==> src/rtl/tone_detector.sv <==
// Square-wave period meter with optional C4/E4/G4 note classification.
// Note decoding is built only when TONE_DETECTOR_NOTE_DECODE_EN is defined; otherwise note is tied to 0.
module tone_detector #(
    parameter int unsigned clock_frequency   = 50000000,
    parameter int unsigned max_period_cycles = 1048575,
    parameter int unsigned tolerance_div     = 50
) (
    input  logic        clock,
    input  logic        reset_n,
    input  logic        in,
    output logic [23:0] period,
    output logic        valid,
    output logic [1:0]  note,
    output logic        present
);

    localparam int DATA_W = 24;
    localparam logic [DATA_W-1:0] max_cnt = DATA_W'(max_period_cycles);

    localparam logic [0:0] IDLE    = 1'b0;
    localparam logic [0:0] MEASURE = 1'b1;

    logic              sync_p0;
    logic              sync_p1;
    logic              sync_p2;
    logic              edge_p3;
    logic [0:0]        state;
    logic [DATA_W-1:0] cnt;
    logic [DATA_W-1:0] cnt_inc;
    logic              timeout;

    // Stage p0-p2: metastability guard, then registered rising-edge detect (p3)
    always_ff @(posedge clock or negedge reset_n) begin
        if (!reset_n) begin
            sync_p0 <= 1'b0;
            sync_p1 <= 1'b0;
            sync_p2 <= 1'b0;
            edge_p3 <= 1'b0;
        end else begin
            sync_p0 <= in;
            sync_p1 <= sync_p0;
            sync_p2 <= sync_p1;
            edge_p3 <= sync_p1 & ~sync_p2;
        end
    end

    assign cnt_inc = cnt + 1'b1;
    // A coincident edge takes priority over the timeout
    assign timeout = (state == MEASURE) && !edge_p3 && (cnt_inc == max_cnt);

    always_ff @(posedge clock or negedge reset_n) begin
        if (!reset_n) begin
            state   <= IDLE;
            cnt     <= '0;
            period  <= '0;
            valid   <= 1'b0;
            present <= 1'b0;
        end else begin
            valid <= 1'b0;
            if (state == IDLE) begin
                if (edge_p3) begin
                    cnt   <= '0;
                    state <= MEASURE;
                end
            end else if (edge_p3) begin
                period  <= cnt_inc;
                valid   <= 1'b1;
                present <= 1'b1;
                cnt     <= '0;
            end else if (timeout) begin
                state   <= IDLE;
                cnt     <= '0;
                period  <= '0;
                present <= 1'b0;
            end else begin
                cnt <= cnt_inc;
            end
        end
    end

`ifdef TONE_DETECTOR_NOTE_DECODE_EN
    localparam logic [63:0] freq_x100 = 64'(clock_frequency) * 64'd100;
    localparam logic [63:0] c4_p      = freq_x100 / 64'd26163;
    localparam logic [63:0] e4_p      = freq_x100 / 64'd32963;
    localparam logic [63:0] g4_p      = freq_x100 / 64'd39200;
    localparam logic [63:0] tol       = 64'(tolerance_div);

    localparam logic [DATA_W-1:0] c4_lo = DATA_W'(c4_p - c4_p / tol);
    localparam logic [DATA_W-1:0] c4_hi = DATA_W'(c4_p + c4_p / tol);
    localparam logic [DATA_W-1:0] e4_lo = DATA_W'(e4_p - e4_p / tol);
    localparam logic [DATA_W-1:0] e4_hi = DATA_W'(e4_p + e4_p / tol);
    localparam logic [DATA_W-1:0] g4_lo = DATA_W'(g4_p - g4_p / tol);
    localparam logic [DATA_W-1:0] g4_hi = DATA_W'(g4_p + g4_p / tol);

    function automatic logic [1:0] classify(input logic [DATA_W-1:0] p);
        if (p >= c4_lo && p <= c4_hi)      return 2'd1;
        else if (p >= e4_lo && p <= e4_hi) return 2'd2;
        else if (p >= g4_lo && p <= g4_hi) return 2'd3;
        else                               return 2'd0;
    endfunction

    logic [1:0] prev_class;
    logic       pair_armed;
    logic [1:0] cls;

    assign cls = classify(period);

    // Stage p4: debounce the class over two consecutive measurements
    always_ff @(posedge clock or negedge reset_n) begin
        if (!reset_n) begin
            note       <= 2'd0;
            prev_class <= 2'd0;
            pair_armed <= 1'b0;
        end else if (timeout) begin
            note       <= 2'd0;
            pair_armed <= 1'b0;
        end else if (valid) begin
            if (pair_armed && (cls == prev_class))
                note <= cls;
            prev_class <= cls;
            pair_armed <= 1'b1;
        end
    end
`else
    assign note = 2'd0;

    // Frequency and tolerance only matter to the note decoder
    logic unused_cfg;
    assign unused_cfg = ^{32'(clock_frequency), 32'(tolerance_div)};
`endif

endmodule

==> config.mk <==
export PLATFORM = sky130hd
export DESIGN_NAME = tone_detector
export DESIGN_NICKNAME = d
export VERILOG_FILES = /design/src/rtl/tone_detector.sv
export SDC_FILE = /design/constraint.sdc
export NUM_CORES = 1
export LEC_CHECK = 0
export ABC_AREA = 1
export CORE_MARGIN = 2
export CORE_UTILIZATION = 52
export CTS_BUF_LIST = sky130_fd_sc_hd__clkbuf_16
export DETAILED_ROUTE_END_ITERATION = 16
export PLACE_DENSITY = 0.76
export SETUP_SLACK_MARGIN = 0.02
export SLEW_MARGIN = 20
export SYNTH_ARGS = -nofsm -noshare
export SYNTH_HDL_FRONTEND = slang
export SYNTH_SLANG_ARGS = --single-unit
==> constraint.sdc <==
create_clock -name clock -period 2 [get_ports clock]
set_input_delay 0.2 -clock clock [delete_from_list [all_inputs] [get_ports clock]]
set_output_delay 0.2 -clock clock [all_outputs]
set_load 0.005 [all_outputs]
==> impl_results.md, run 1 <==
- Outcome: finished with violations
- Failing checks: setup timing
- H-Tree Depth: 2
- Mux share of post-synthesis cell area: 0%
- Arr. time, crit path: 2.46 ns
- Main combinational cell family by area after synthesis: simple AND/OR/NAND/NOR gates
- Rel. slew slack: 59.4%
- Area grow syn2layout: 40.2%
- RSZ-0062 raised after global routing: true
- CTS root buffer: clkbuf_16
- Pleak: 2.26 nW
- Die W: 82.8 microns
- Grt ovf: 0
- Antenna Nets Post-Route: 0
- Sequential fraction of the synthesis area: 42.6%
- Worst Tran Pin Value: 0.610 ns
- CP Capture Type: flip-flop
- Crit path kind: reg2reg
- Pwr Density: 586 mW/mm^2
- Final Hold Fails: 0
- Final Instance Count excl. Fillers: 631
- Hold/Removal Path Class: in2reg
- VDD IR max: 524 uV
- Adder-cell share of the synthesized area: 0.775%
- Period utilization: 114%
- Post-Syn Area: 0.00323 sq mm
- Post-synthesis cell type count: 26
- Via-per-instance ratio: 5.31
- Wire per inst: 15.3 microns
- Synth Register Bits: 55
- Crit-path max FO: 20
- First-pass GRT wire length: 14.8 mm
- Inserted Clock Buffers: 5
- Min Hold Slack: 0.339 ns
- CTS Buffer Depth: 2
- Drt pass-1 iters: 6
- Largest net degree at the start of global routing: 32
- Clk sinks: 55
- Clk slew on worst S/H paths: 0.07 ns
- Core area: 0.00596 sq mm
- Synth Area in XOR/XNOR: 0%
- F_max: 439 MHz
- PortBufs: 28
- CTS tree: yes
- Final worst slack: -0.278 ns
- Die Y: 82.8 microns
- Share of cells above drive strength 1: 29.1%
- Post-Syn Instances: 457
- Die area: 0.00686 sq mm
- Count of pins over their slew limit: 0
- DP HPWL: 6.08 mm
- Cell Count Post-Placement: 612
- Post-synthesis simple-gate area fraction: 46.4%
- Inserted Diodes: 0
- Final GP Congestion: 0.945
- Initial antenna violation count: 0
- Initial DRC count: 306
- Crit start category: flip-flop
- Syn_area_per_cell: 7.07 sq um
- Post-synthesis compound-gate area fraction: 2.25%
- Reg2Reg Setup Slack: -0.28 ns
- Total negative slack: -11.40 ns
- Min Tclk post-route: 2.28 ns
- Gr usage total: 26.2%
- Layout Nets: 560
- Post-route DRC: 0
- Max_cap viols: 0
- YS warnings: 0
- Cell Rows: 28
- CP Data Required Time: 2.19 ns
- Wirelength, routed: 9.66 mm
- Vias: 3351
- Setup-failing EPs final: 46
- Vias in the first global route: 3181
- I/O pins: 31
- Initial Utilization: 54.2%
- Worst-Skew Late Latency: 0.30 ns
- Clk_skew: 0.00521 ns
-- placed cells by master, fill, tap and decap left out, types with 2 or more instances in the layout --
cell type / n
buf_4: 68
nand2_2: 19
conb_1: 2
o21ai_0: 2
nand2_1: 170
o22ai_1: 4
nor3_1: 2
nand3_4: 2
nand3_1: 30
nor2_4: 12
nand2_4: 7
a21oi_1: 3
clkbuf_16: 6
dfrtp_1: 54
nor2_1: 42
inv_2: 3
buf_6: 2
o21bai_1: 3
clkdlybuf4s50_1: 27
nand4_1: 8
nor2_2: 9
nand3_2: 22
buf_12: 3
inv_1: 44
-- worst paths after layout --
path	startpoint	endpoint	depth (start not counted)
worst max-delay path	cnt[0]	cnt[0]	15
worst min-delay path	in	sync_p0	1
worst max register to register	cnt[0]	cnt[0]	15
worst min register to register	sync_p0	sync_p1	0
max in group asynchronous	reset_n	cnt[2]	3
min in group asynchronous	reset_n	cnt[7]	2
-- where the power goes --
group,switching [mW],internal (mW)
clock,0.412,0.463
sequential,0.0782,1.19
combinational,0.264,0.250
total,0.754,1.90
-- cell families (layout without fill, tap and decap cells) --
kind of cell / after synthesis / count (layout)
simple gates: 326 / 326
buf+inv: 61 / 159
flops: 55 / 55
compound gates: 12 / 12
fa+ha+maj: 2 / 2
other cells: 1 / 2
-- through the flow --
step | worst slack, ns | power, mW | area [sq um] | utilization [%]
final | -0.278 | 2.65 | 4530 | 76.0
after global routing | -0.362 | 2.74 | 4530 | 76.0
after CTS | -0.186 | 2.61 | 4340 | 72.8
after detailed placement | -0.262 | 1.68 | 4050 | 68.1
after global placement | -0.184 | 1.67 | 4050 | 68.1
after floorplan | 0.0195 | 1.46 | 3240 | -
-- cells in the mapped netlist --
cell      count  area share (%)
o21bai_1      3            0.70
buf_2         2            0.31
o22ai_1       4            0.77
nand2_1     189              22
clkbuf_1      6            0.70
nor2_8        1            0.62
inv_2         2            0.23
nor2_1       55             6.4
nand4_1       8             1.5
ha_1          2            0.77
a21oi_1       3            0.46
nor2_4        3             1.0
nor3_1        3            0.46
nand3_4       1            0.54
nand3_1      33             5.1
o21ai_0       2            0.31
dfrtp_1      55              43
buf_4         2            0.46
buf_1         2            0.23
buf_6         2            0.70
nor2_2        5            0.97
or2_2         1            0.19
inv_1        45             5.2
nand3_2      20             6.2
conb_1        1            0.12
nand2_2       7             1.4
-- state kept, by name (all words and copies together) (netlist names) --
| signal | count |
|---|---|
| state | 1 |
| valid | 1 |
| edge_p3 | 1 |
| present | 1 |
| sync_p0 | 1 |
| period | 24 |
| sync_p2 | 1 |
| sync_p1 | 1 |
| cnt | 24 |
-- layout make-up --
cell class | count | area, sq um
clock buffers | 5 | 125
repair buffers | 104 | 931
clock inverters | 3 | 20.0
fillers | 381 | 1430
flip-flops and latches | 55 | 1380
well taps | 75 | 93.8
multi-input cells | 342 | 1800
inverters | 47 | 176
-- what timing repair did --
item                       CTS  global route
hold buffers                 1             0
buffers inserted             2             6
gates resized for setup     24            35
hold endpoints to repair    24             0
pin swaps                    4             7
gates cloned                 1             1
setup endpoints to repair   46            46
-- routing by layer --
layer | wire [microns] | track usage, %
met1 | 4070 | 36.8
met2 | 4690 | 40.6
met3 | 686 | 4.17
met4 | 211 | 10.6
met5 | 0 | 0
-- critical path: stages, from the launching register on --
cell and delay (ns):
dfrtp_1 0.43, buf_6 0.13, inv_2 0.05, nor2_4 0.20
nand2_4 0.11, nor2_4 0.13, nand2_2 0.05, nand2_2 0.09
inv_1 0.07, nor2_1 0.18, nand2_1 0.11, nor3_2 0.17
nand2_1 0.13, buf_12 0.17, nand2_1 0.06, nand2_1 0.06
Power figures use the tool's default switching activity.
==> run 2: changes to the inputs <==
Settings changed: CORE_MARGIN 2 to 10, CORE_UTILIZATION 52 to 55, PLACE_DENSITY 0.76 to 0.77.
Clock period 2 ns to 2.75 ns, I/O delays scaled along.
==> run 2 against run 1 <==
  * The run now ends clean
  * Clock-buffer cell count stayed put
  * Via count is 14% lower
  * Cell count decreased by 12%
  * Critical endpoint is now period[1]
==> impl_results.md, run 2 (synthesized netlist as in run 1, its figures left out) <==
- Outcome: completed
- Period utilization: 90.3%
- F_max: 403 MHz
- Util after Layout: 66.1%
- Initial Utilization: 57.6%
- Final GP Congestion: 0.931
- Clk slew on worst S/H paths: 0.07 ns
- CTS root buffer: clkbuf_16
- Reg2Reg Setup Slack: 0.27 ns
- CTS Buffer Depth: 2
- PortBufs: 28
- Largest net degree at the start of global routing: 34
- RSZ-0062 raised after global routing: false
- Hold path endpoint: sync_p1
- Worst-Skew Late Latency: 0.29 ns
- I/O pins: 31
- Max_cap viols: 0
- Commonest non-fill, non-tap cell in the layout: nand2_1
- Cell Rows: 27
- Wire per inst: 13.6 microns
- DP HPWL: 5.73 mm
- Wirelength, routed: 7.58 mm
- Initial DRC count: 173
- Via-per-instance ratio: 5.20
- Die W: 96.6 microns
- Area grow syn2layout: 14.8%
- Pleak: 1.80 nW
- Hold/Removal Path Class: reg2reg
- Vias: 2894
- Crit start category: flip-flop
- Arr. time, crit path: 2.66 ns
- Share of cells above drive strength 1: 10.7%
- Inserted Clock Buffers: 5
- Pwr Density: 482 mW/mm^2
- Inserted Diodes: 0
- Largest regs: cnt: 24 flops, period: 24 flops
- Total negative slack: 0 ns
- H-Tree Depth: 2
- Drt pass-1 iters: 5
- Gr usage total: 16.1%
- Hold wc startpoint: sync_p0
- VDD IR max: 374 uV
- Clk sinks: 55
- First-pass GRT wire length: 13.3 mm
- Commonest non-fill, non-tap cells in the layout: nand2_1, nor2_1, dfrtp_1
- Reg2Reg Depth: 12
- Post-cts resize count: 0
- Post-route DRC: 0
- Count of pins over their slew limit: 0
- FF-to-FF End: period[1]
- CP Data Required Time: 2.93 ns
- Rel. slew slack: 39.8%
- Grt ovf: 0
- Die area: 0.00934 sq mm
- CP Capture Type: flip-flop
- Hold Crit Depth: 0
- CTS tree: yes
- Min Hold Slack: 0.356 ns
- Core area: 0.00561 sq mm
- Final Hold Fails: 0
- Die Y: 96.6 microns
- Min Tclk post-route: 2.48 ns
- Layout Nets: 489
- R2r startpoint: cnt[1]
- Vias in the first global route: 2798
- Worst Tran Pin Value: 0.900 ns
- Clk_skew: 0.00750 ns
- Initial antenna violation count: 0
- Crit-path max FO: 25
- Crit path kind: reg2reg
- Setup-failing EPs final: 0
- Antenna Nets Post-Route: 0
[run 2: layout make-up]
cell class,count,area (sq um)
multi-input cells,342,1600
clock inverters,3,20.0
repair buffers,33,315
fillers,496,1900
inverters,47,176
clock buffers,5,125
flip-flops and latches,55,1380
well taps,72,90.1
[run 2: where the power goes]
group | internal, mW | switching, mW
combinational | 0.103 | 0.145
clock | 0.336 | 0.287
sequential | 0.861 | 0.0545
total | 1.30 | 0.486
[run 2: metal layers]
metal | GRT usage [%] | routed length [microns] | part of all wire [%] | vias to the layer above
li1 | - | - | - | 1465
met1 | 22.5 | 3600 | 48 | 1324
met2 | 24.7 | 3350 | 44 | 99
met3 | 3.69 | 559 | 7.4 | 6
met4 | 3.38 | 65 | 0.86 | 0
met5 | 0 | 0 | 0 | -
[run 2: per-stage QoR]
step | area, sq um | power [mW] | worst slack [ns] | std cells
after CTS | 3710 | 1.80 | 0.265 | 557
after floorplan | 3230 | 1.06 | 0.765 | 458
final | 3710 | 1.79 | 0.267 | 557
after global placement | 3550 | 1.17 | 0.382 | 548
after detailed placement | 3550 | 1.18 | 0.313 | 548
after global routing | 3710 | 1.88 | 0.0268 | 557
[run 2: how the worst max path moves through the flow]
stage / slack, ns / depth (start not counted) / startpoint / to
detailed placement: 0.31 / 12 / cnt[1] / period[1]
global placement: 0.38 / 14 / cnt[1] / period[1]
finish: 0.27 / 12 / cnt[1] / period[1]
CTS: 0.26 / 12 / cnt[1] / period[1]
global route: 0.03 / 14 / cnt[1] / period[3]
floorplan: 0.77 / 15 / cnt[1] / present
[run 2: worst max-delay path, stage by stage, from the launching register on]
cell and delay [ns]:
dfrtp_1 0.43, ha_1 0.23, nand2_2 0.11, nor2_8 0.16, nand3_2 0.15, o21bai_1 0.16
nand2_1 0.12, nor2_1 0.16, nand2_1 0.08, nor2_2 0.16, nand3_4 0.35, nand3_1 0.18
nand2_1 0.07
[run 2: timing repair]
item                      4_1_cts  5_1_grt
hold buffers                    1        0
setup buffers                   0        0
hold endpoints to repair       22        0
==> run 3: changes to the inputs <==
Settings changed: CORE_UTILIZATION 55 to 44, CTS_CLUSTER_SIZE set to 40, PLACE_DENSITY 0.77 to 0.66.
Clock period 2.75 ns to 2.01 ns, I/O delays scaled along.
==> run 3 against run 2 <==
  * The flow now finishes with violations (setup timing)
  * Combinational power rose by 98%
  * Utilization fell by 3.9 points
  * Maximum frequency up 12%
  * Global-route usage down 1.0 points
==> impl_results.md, run 3 (synthesized netlist as in run 1, its figures left out) <==
- Vias in the first global route: 3018
- Max Used Layer: met4
- Die Y: 106 microns
- Max_cap viols: 0
- PortBufs: 28
- Area grow syn2layout: 38.8%
- Largest regs: cnt: 24 flops, period: 24 flops
- Rel. slew slack: 63.9%
- Design Area, Final: 0.00449 sq mm
- First-pass GRT wire length: 14.3 mm
- Cell Rows: 31
- Clk_skew: 0.00498 ns
- Crit path kind: reg2reg
- Layout Nets: 556
- Min Tclk post-route: 2.21 ns
- Period utilization: 110%
- Failing checks: setup timing
- Share of cells above drive strength 1: 28.1%
- CTS tree: yes
- Crit start category: flip-flop
- Min Hold Slack: 0.355 ns
- Worst-Skew Late Latency: 0.29 ns
- Final GP Congestion: 0.937
- Inserted Clock Buffers: 5
- Wire length on met2: 4.31 mm
- Hold/Removal Path Class: reg2reg
- Final Hold Fails: 0
- CP Data Required Time: 2.24 ns
- Die W: 106 microns
- Wire per inst: 13.8 microns
- Clk sinks: 55
- Inserted Diodes: 0
- Top delay family on crit path: simple AND/OR/NAND/NOR gates
- Critical Path Max Stage Delay: 0.40 ns
- Drt pass-1 iters: 4
- Placed Area: 0.00402 sq mm
- Die area: 0.0112 sq mm
- Vias: 3199
- H-Tree Depth: 2
- F_max: 452 MHz
- Initial Utilization: 44.8%
- Initial antenna violation count: 0
- CP Buf/Inv Count: 3
- Via-per-instance ratio: 4.91
- Count of pins over their slew limit: 0
- Core area: 0.00721 sq mm
- Pwr Density: 568 mW/mm^2
- Post-route DRC: 0
- Worst path most repeated cell: nand2_1
- Wirelength, routed: 9.00 mm
- CP cell instances: buf_6 > nand2_2 > nor2_4 > nand2_4 > buf_4 > o21ai_0 > nand2_2 > nand2_1 > nor2_1 > nand2_1 > nor2_4 > nand3_4 > clkbuf_16 > nand3_2 > nand2_1
- CTS root buffer: clkbuf_16
- Slowest cell on crit path: dfrtp_1
- Largest net degree at the start of global routing: 27
- Antenna Nets Post-Route: 0
- Worst Tran Pin Value: 0.541 ns
- VDD IR max: 448 uV
- Outcome: finished with violations
- Grt ovf: 0
- Commonest non-fill, non-tap cell in the layout: nand2_1
- Arr. time, crit path: 2.44 ns
- CP Capture Type: flip-flop
- DP Worst Slack: -0.194 ns
- Gr usage total: 15.1%
- CTS Buffer Depth: 2
- Commonest non-fill, non-tap cells in the layout: nand2_1, buf_4, dfrtp_1
- Met3 WL: 524 microns
- RSZ-0062 raised after global routing: true
- Pleak: 2.23 nW
- Wl on met1: 4.02 mm
- Clk slew on worst S/H paths: 0.07 ns
- Setup-failing EPs final: 45
- Crit-path max FO: 10
- Final worst slack: -0.204 ns
- Initial DRC count: 201
- DP HPWL: 6.43 mm
- I/O pins: 31
==> run 3: timing repair <==
action                     4_1_cts  5_1_grt
pin swaps                        5        4
resized for setup               16       41
setup buffers                    3        8
gates cloned                     0        2
hold buffers                     1        0
setup endpoints to repair       46       46
hold endpoints to repair        23        0
==> run 3: cell type report <==
cell class,count,area [sq um]
tap,99,124
fill,614,2730
multi-input combinational,342,1780
clock buffer,5,125
inverter,47,179
clock inverter,3,11.3
timing repair buffer,100,893
sequential,55,1380
==> run 3: stage by stage <==
step	total power, mW	TNS (ns)	utilization (%)	instances
global placement	1.69	-4.30	55.7	629
CTS	2.53	-3.53	58.7	641
floorplan	1.45	0	-	458
finish	2.55	-6.95	62.2	651
global route	2.69	-12.53	62.2	651
detailed placement	1.70	-6.80	55.7	629
==> run 3: path summary, 6_finish.rpt <==
check	start	to	slack, ns	depth (start not counted)
max	cnt[1]	period[22]	-0.20	15
min	sync_p0	sync_p1	0.36	0
max reg2reg	cnt[1]	period[22]	-0.20	15
min reg2reg	sync_p0	sync_p1	0.36	0
max in group asynchronous	reset_n	period[0]	0.95	3
min in group asynchronous	reset_n	period[19]	0.42	2
==> run 3: worst register-to-register path: cells and delay by family, from the launching register on <==
| family | cells | cell delay, ns |
|---|---|---|
| simple gates | 11 | 1.02 |
| flops | 1 | 0.40 |
| buf+inv | 3 | 0.49 |
| compound gates | 1 | 0.24 |
==> run 3: layer usage <==
layer  GRT usage (%)  vias up
li1                -     1602
met1            20.0     1495
met2            24.3       89
met3            3.29       13
met4            3.87        0
met5               0        -
==> run 3: report_power, final <==
part | internal, mW | total [mW] | switching, mW | leakage [nW]
Combinational | 0.245 | 0.490 | 0.246 | 1.42
Clock | 0.449 | 0.813 | 0.364 | 0.0701
Sequential | 1.18 | 1.25 | 0.0675 | 0.739
